### config.mk
export PLATFORM = sky130hd
export DESIGN_NAME = uart_rx_parity_unit
export DESIGN_NICKNAME = d
export VERILOG_FILES = /design/src/rtl/uart_rx_parity_unit.sv
export SDC_FILE = /design/constraint.sdc
export NUM_CORES = 1
export LEC_CHECK = 0
export CAP_MARGIN = 40
export CORE_MARGIN = 5
export CORE_UTILIZATION = 42
export DETAILED_ROUTE_END_ITERATION = 10
export GPL_TIMING_DRIVEN = 0
export PLACE_DENSITY_LB_ADDON = 0.3
export SKIP_LAST_GASP = 1
export SYNTH_ARGS = -nofsm -noshare
export SYNTH_HDL_FRONTEND = slang
export SYNTH_SLANG_ARGS = --single-unit
export TNS_END_PERCENT = 10
### constraint.sdc
create_clock -name clk -period 1.4 [get_ports clk]
set_clock_uncertainty 0.15 [all_clocks]
set_input_delay 0.28 -clock clk [delete_from_list [all_inputs] [get_ports clk]]
set_output_delay 0.28 -clock clk [all_outputs]
set_load 0.05 [all_outputs]
### src/rtl/uart_rx_parity_unit.sv
// uart_rx_parity_unit: receive-side parity engine for the UART RX path.
// Assembles data bits LSB-first from the RX controller's sample strobes,
// checks the trailing parity bit, and keeps sticky/counted error status.
//
// Strobe protocol: no back-pressure exists on this path. frame_start and
// sample_en are single-cycle qualifiers that are consumed in the cycle they
// are high. frame_start has priority, so a sample_en in the same cycle is
// dropped as the start bit. frame_done is a one-cycle valid for rx_data and
// par_err, and there is no ready signal.
module uart_rx_parity_unit #(
    parameter int DATA_MAX = 9,
    parameter int CNT_W    = 8
) (
    input  logic                clk,
    input  logic                rst,
    input  logic                frame_start,
    input  logic                sample_en,
    input  logic                sampled_bit,
    input  logic                par_en,
    input  logic [1:0]          par_mode,
    input  logic [3:0]          data_len,
    input  logic                err_clr,
    output logic [DATA_MAX-1:0] rx_data,
    output logic                frame_done,
    output logic                par_err,
    output logic                par_err_sticky,
    output logic [CNT_W-1:0]    par_err_cnt,
    output logic                busy,
    output logic [1:0]          fsm_state
);

    typedef enum logic [1:0] {
        IDLE   = 2'd0,
        DATA   = 2'd1,
        PARITY = 2'd2
    } state_t;

    localparam logic [3:0]       MAX_LEN = 4'(DATA_MAX);
    localparam logic [3:0]       MIN_LEN = 4'd5;
    localparam logic [CNT_W-1:0] CNT_MAX = '1;

    state_t     state;
    state_t     state_next;
    logic [3:0] len_q;
    logic       par_en_q;
    logic [1:0] par_mode_q;
    logic [3:0] bit_cnt;
    logic       acc;

    logic [3:0] len_clamped;
    logic       capture;
    logic       last_data;
    logic       par_sample;
    logic       err_bit;
    logic       done_next;
    logic       err_next;

    assign fsm_state = state;

    // Clamp the requested length into the supported 5..DATA_MAX window.
    always_comb begin
        len_clamped = data_len;
        if (data_len < MIN_LEN) begin
            len_clamped = MIN_LEN;
        end else if (data_len > MAX_LEN) begin
            len_clamped = MAX_LEN;
        end
    end

    // State register.
    always_ff @(posedge clk) begin
        if (rst) begin
            state <= IDLE;
        end else begin
            state <= state_next;
        end
    end

    // Next-state logic. frame_start restarts from any state.
    always_comb begin
        state_next = state;
        if (frame_start) begin
            state_next = DATA;
        end else begin
            case (state)
                IDLE:    state_next = IDLE;
                DATA:    if (last_data) state_next = par_en_q ? PARITY : IDLE;
                PARITY:  if (sample_en) state_next = IDLE;
                default: state_next = IDLE;
            endcase
        end
    end

    // Output/strobe decode for the datapath. Samples that arrive alongside frame_start are discarded.
    always_comb begin
        capture    = (state == DATA) && sample_en && !frame_start;
        last_data  = capture && (bit_cnt == (len_q - 4'd1));
        par_sample = (state == PARITY) && sample_en && !frame_start;
        case (par_mode_q)
            2'b00:   err_bit = acc ^ sampled_bit;
            2'b01:   err_bit = ~(acc ^ sampled_bit);
            2'b10:   err_bit = ~sampled_bit;
            default: err_bit = sampled_bit;
        endcase
        done_next = (last_data && !par_en_q) || par_sample;
        err_next  = par_sample && err_bit;
    end

    // Frame datapath: config latch, bit assembly, parity accumulator, result pulses.
    always_ff @(posedge clk) begin
        if (rst) begin
            len_q      <= MIN_LEN;
            par_en_q   <= 1'b0;
            par_mode_q <= 2'b00;
            bit_cnt    <= 4'd0;
            acc        <= 1'b0;
            rx_data    <= '0;
            frame_done <= 1'b0;
            par_err    <= 1'b0;
            busy       <= 1'b0;
        end else begin
            busy       <= (state_next != IDLE);
            frame_done <= done_next;
            par_err    <= err_next;
            if (frame_start) begin
                len_q      <= len_clamped;
                par_en_q   <= par_en;
                par_mode_q <= par_mode;
                bit_cnt    <= 4'd0;
                acc        <= 1'b0;
                rx_data    <= '0;
            end else if (capture) begin
                // rx_data was cleared at frame_start, so OR-ing places each bit once.
                rx_data <= rx_data | (DATA_MAX'(sampled_bit) << bit_cnt);
                acc     <= acc ^ sampled_bit;
                bit_cnt <= bit_cnt + 4'd1;
            end
        end
    end

    // Status bookkeeping. It acts in the frame_done cycle, and an error in that cycle overrides err_clr.
    always_ff @(posedge clk) begin
        if (rst) begin
            par_err_sticky <= 1'b0;
            par_err_cnt    <= '0;
        end else if (frame_done && par_err) begin
            par_err_sticky <= 1'b1;
            if (err_clr) begin
                par_err_cnt <= CNT_W'(1);
            end else if (par_err_cnt != CNT_MAX) begin
                par_err_cnt <= par_err_cnt + CNT_W'(1);
            end
        end else if (err_clr) begin
            par_err_sticky <= 1'b0;
            par_err_cnt    <= '0;
        end
    end

endmodule
After elaboration in Yosys (flattened, before gate mapping)
Cells that the tools add are included.
{ "classes": {"add_sub_neg": 3, "magnitude_cmp": 2, "eq_ne": 6, "shifts": 1, "mux": 14, "n_bitwise": 4, "reduce_logical": 17} }
{ "op_table": {"columns": ["operator", "count"], "rows": [
  ["8-bit two-way mux", 4],
  ["9-bit bitwise OR", 1],
  ["1-bit by 4-bit << shifter with 9-bit output", 1],
  ["8-bit by 1-bit adder with 8-bit output (second input constant)", 1],
  ["1-bit logical AND", 8],
  ["2-bit two-way mux", 4],
  ["4-bit two-way mux", 2],
  ["8-bit inequality test (second input constant)", 1],
  ["2-bit nonzero test", 3],
  ["4-bit by 1-bit adder with 4-bit output (second input constant)", 1],
  ["2-bit by 1-bit == test with 1-bit output (second input constant)", 2],
  ["2-bit == test (second input constant)", 2],
  ["4-bit == test", 1],
  ["4-bit > comparator (second input constant)", 1],
  ["4-bit by 3-bit < comparator with 1-bit output (second input constant)", 1],
  ["2-bit one-hot mux with 2 select lines", 1],
  ["4-bit by 1-bit subtractor with 4-bit output (second input constant)", 1],
  ["1-bit one-hot mux with 3 select lines", 1],
  ["1-bit zero test", 2],
  ["2-bit zero test", 1],
  ["1-bit two-way mux", 2],
  ["1-bit NOT", 2],
  ["2-bit AND reduction", 1],
  ["2-bit OR reduction", 1],
  ["2 further kinds", 2]
]} }
{ "word_totals": {"register_bits": 35, "inputBits": 13, "out_inout_bits": 23, "word_cells": 59} }

Longest topological paths before layout
{ "depth": {"depth_word": 8, "ltp_mapped": 7, "mapped_depth_nobuf": 6} }

Worst setup path before layout
Ideal clock, no wire load.
{ "synth_timing": {"path_kind": "reg2reg", "start": "reg state[0] (netlist: fsm_state[0])", "end": "reg frame_done", "setup_time_ns": 0.088, "arrival_ns": 1.676, "required_ns": 1.162, "setup_slack_ns": -0.514, "stages_incl_launch_ff": 6, "path_buffers": 0, "period_less_slack_ns": 1.914, "path_cell_list": "dfxtp_1 -> ha_1 -> nand3b_4 -> nor3_2 -> nand3_2 -> o32ai_2"} }
{ "synth_between": {"elab_chain_len": 6, "word_cells_on_any_way": 9, "classes_between": "eq/ne (2); reduce/logical (7)"} }
{ "synth_rtl": {"columns": ["element", "line_no", "text"], "rows": [
  ["from (decl)", "42", "state_t state;"],
  ["from (signal assigned)", "75", "state <= state_next;"],
  ["2-bit by 1-bit == test with 1-bit output", "96", "capture = (state == DATA) && sample_en && !frame_start;"],
  ["1-bit logical AND (2 in series)", "96", null],
  ["1-bit logical AND", "97", "last_data = capture && (bit_cnt == (len_q - 4'd1));"],
  ["1-bit logical AND", "105", "done_next = (last_data && !par_en_q) || par_sample;"],
  ["1-bit logical OR (*)", "105", null],
  ["to (signal assigned)", "123", "frame_done <= done_next;"],
  ["to (decl)", "24", "output logic frame_done,"]
]} }
Mark *: on every way between the ends. The rest lies on a longest branch, timed or not.
A chain may end at the register's enable or synchronous reset.

Worst setup path after layout
{ "layout_timing": {"start": "reg par_err", "end": "out par_err"} }
{ "layout_rtl": {"columns": ["element", "line_no", "text"], "rows": [
  ["from (decl)", "25", "output logic par_err,"],
  ["from (signal assigned)", "124", "par_err <= err_next;"]
]} }
No word-level cell between the ends.

==> results.cfg <==
[detailed_routing]
drt_iter0_drc = 44
post_drt_wl_per_cell_um = 12.1
drtAntennaViolNets = 0
route.vias.total = 1402
totalWireLength_um = 3380
drc = 0
vias_per_cell = 5.03
dr.pass1.iters = 4

[global_routing]
grt_pass1_vias = 1397
grt_use_total_pct = 14.1
grt_pass1_wl_um = 5950
antenna_found_initial = 0
grt_max_degree = 12
grt.overflow.total = 0

[placement]
numPortBuffers = 34
detailedPlacementHpwl_um = 2510
gp_congestion = 0.763
place_inst = 264

[clocking]
path_clk_slew_ns = 0.07
cts_root_buf = clkbuf_8
cts_buffers = 5
cts_tree = yes
insertion_delay_ns = 0.29
cts_max_path_buffers = 2
clkSinkCount = 35
cts_max_level = 2

[worst_setup_path]
crit_chain = clkdlybuf4s15_1
reg2reg_depth = 6
cp_slowest_cell = clkdlybuf4s15_1
critPathBufInv = 1
crit_fanout = 3
r2r_end = frame_done$_SDFF_PP0_
crit_family = buffers and inverters
endpoint_kind = output port
cp.arrival_ns = 1.13
rrSetupSlack_ns = -0.13
cp.required_ns = 0.97
setup.worst_path.start_class = register
cpPeakStageDelay_ns = 0.50
reg2reg_from = fsm_state[1]$_SDFF_PP0_
cp-startpoint = par_err$_SDFF_PP0_
path_class = reg2out

[floorplan]
initial_core_util_pct = 44.2
die_y_um = 72.8
io_pins = 36
placementRows = 22
core_area_sq_mm = 0.00374
die_x_um = 72.8
dieArea_sq_mm = 0.00530

[yosys]
ys_ff_latch = 35
syn_inst = 182
synth_cell_types = 42
syn_area_per_cell_sq_um = 9.10
synth_seq_area_share_pct = 42.3
ys.warnings.count = 0
synth_fp_nets = 200
syn_area_sq_mm = 0.00166

[power]
peakVddDrop_v = 0.000641
leakagePower_nw = 0.939
power_density_mw_per_mm2 = 831

[layout]
final_cells = 279
nets = 248
nFillCells = 340
utilization_pct = 61.8
drive_above_1_share_pct = 31.6
syn2layout_area_growth_pct = 39.8
diodes = 0

[sta]
fin_crit_ns = 1.56
rsz0062_at_grt = true
worst_slack_ns = -0.157
setup_violations = 36
timing.fmax_mhz = 642
hold_violations = 0
finalCritPeriodShare_pct = 111
slew_headroom_pct = 67.9
slew_viol_final = 0
worstMarginPinSlew_ns = 0.483

[min_path]
holdPathEnd = par_err$_SDFF_PP0_
min_from = sample_en
holdPathStages = 3
hold_path_class = in2reg

[job]
cap_viol_max_count = 0

[run_status]
run_status = complete, but fails checks
violations = negative setup slack
metrics by stage:
stage | hold WS [ns] | total power [mW] | area, sq um | setup TNS [ns] | setup slack (ns)
CTS | 0.313 | 1.94 | 2240 | -3.71 | -0.169
detailed placement | 0.307 | 1.22 | 2120 | -13.80 | -0.470
finish | 0.261 | 1.92 | 2310 | -2.80 | -0.157
floorplan | 0.277 | 1.15 | 1720 | -1.39 | -0.120
global route | 0.297 | 2.02 | 2310 | -5.54 | -0.208
global placement | 0.302 | 1.22 | 2120 | -13.78 | -0.464
state kept, by name, summed over array words and instances (netlist names):
register / cells
len_q: 4
busy: 1
par_en_q: 1
bit_cnt: 4
acc: 1
par_err_sticky: 1
rx_data: 9
par_err_cnt: 8
fsm_state: 2
frame_done: 1
par_err: 1
par_mode_q: 2
report_power, final:
part	total (mW)	switching (mW)	internal (mW)
Sequential	1.02	0.0124	1.00
Combinational	0.209	0.104	0.104
Clock	0.698	0.350	0.348
cell usage after synthesis, drive strengths merged:
| cell type | count | area (sq um) |
|---|---|---|
| dfxtp | 35 | 701 |
| nor2 | 30 | 113 |
| nand2 | 10 | 37.5 |
| a21oi | 8 | 40.0 |
| mux2i | 8 | 80.1 |
| xor2 | 8 | 70.1 |
| nor3 | 7 | 40.0 |
| xnor2 | 7 | 61.3 |
| a31oi | 5 | 31.3 |
| clkbuf | 5 | 21.3 |
| ha | 5 | 62.6 |
| inv | 5 | 18.8 |
| nand2b | 5 | 31.3 |
| buf | 4 | 28.8 |
| nand3 | 4 | 25.0 |
| nor3b | 4 | 35.0 |
| o211ai | 4 | 30.0 |
| and3 | 3 | 18.8 |
| nor2b | 3 | 18.8 |
| o21ai | 3 | 18.8 |
| o21bai | 3 | 22.5 |
| a41oi | 2 | 17.5 |
| nand4 | 2 | 18.8 |
| or2 | 2 | 12.5 |
| a211o | 1 | 8.76 |
| a22o | 1 | 8.76 |
| a22oi | 1 | 7.51 |
| and2 | 1 | 6.26 |
| and3b | 1 | 8.76 |
| nand3b | 1 | 20.0 |
| nand4b | 1 | 8.76 |
| o211a | 1 | 10.0 |
| o32ai | 1 | 16.3 |
| or3 | 1 | 6.26 |
metal layers:
metal / global-route usage (%) / part of all wire [%] / wire, um
met1: 16.7 / 46 / 1550
met2: 23.9 / 48 / 1610
met3: 5.10 / 5.5 / 186
met4: 3.69 / 1.1 / 38
met5: 0 / 0 / 0
final cells by class:
cell class / instances / area, sq um / share of cell area, %
Multi-Input combinational cell: 133 / 987 / 42.6
Buffer: 9 / 50.0 / 2.16
Sequential cell: 35 / 728 / 31.5
Tap cell: 48 / 60.1 / 2.59
Inverter: 5 / 21.3 / 0.919
Timing Repair Buffer: 41 / 384 / 16.6
Clock buffer: 6 / 72.6 / 3.14
Clock inverter: 2 / 11.3 / 0.486
how the worst max path moves through the flow:
stage	endpoint	slack, ns	cells past startpoint
after floorplan	par_err_cnt[5]$_SDFFE_PP0P_	-0.12	5
after global placement	rx_data[3]$_SDFFE_PP0P_	-0.46	5
after detailed placement	rx_data[3]$_SDFFE_PP0P_	-0.47	5
after CTS	frame_done$_SDFF_PP0_	-0.17	6
after global routing	rx_data[8]$_SDFFE_PP0P_	-0.21	5
final	par_err	-0.16	1
tightest hold or removal path, cell delays in order:
cell and delay [ns]:
dlymetal6s2s_1 0.20, nand2_1 0.13, nor3_1 0.06
layout by cell type, fill, tap and decap left out, types with 6 or more instances in the layout:
cell / Yosys / final
xor2_1: 8 / 7
clkdlybuf4s15_2: 0 / 10
clkdlybuf4s50_1: 0 / 9
nor2_1: 30 / 30
buf_2: 2 / 6
buf_4: 1 / 8
dfxtp_2: 0 / 10
mux2i_1: 8 / 8
clkdlybuf4s15_1: 0 / 7
a21oi_1: 8 / 8
dfxtp_1: 35 / 21
nand2_1: 10 / 10
timing repair:
action                     in CTS  in global routing
pin swaps                       1                  6
setup buffers                   2                  5
resized for setup              69                 14
setup endpoints to repair      45                 54
hold buffers                    0                  0
cell families after synthesis:
kind of cell / Yosys count / share of synthesized area [%]
DFF: 35 / 42.3
buffers and inverters: 14 / 4.16
AOI/OAI and AO/OA: 30 / 12.8
muxes: 8 / 4.84
xor gates and xnor gates: 15 / 7.94
adders and majority gates: 5 / 3.78
and+or+nand+nor: 75 / 24.2
(Power assumes the default switching activity.)
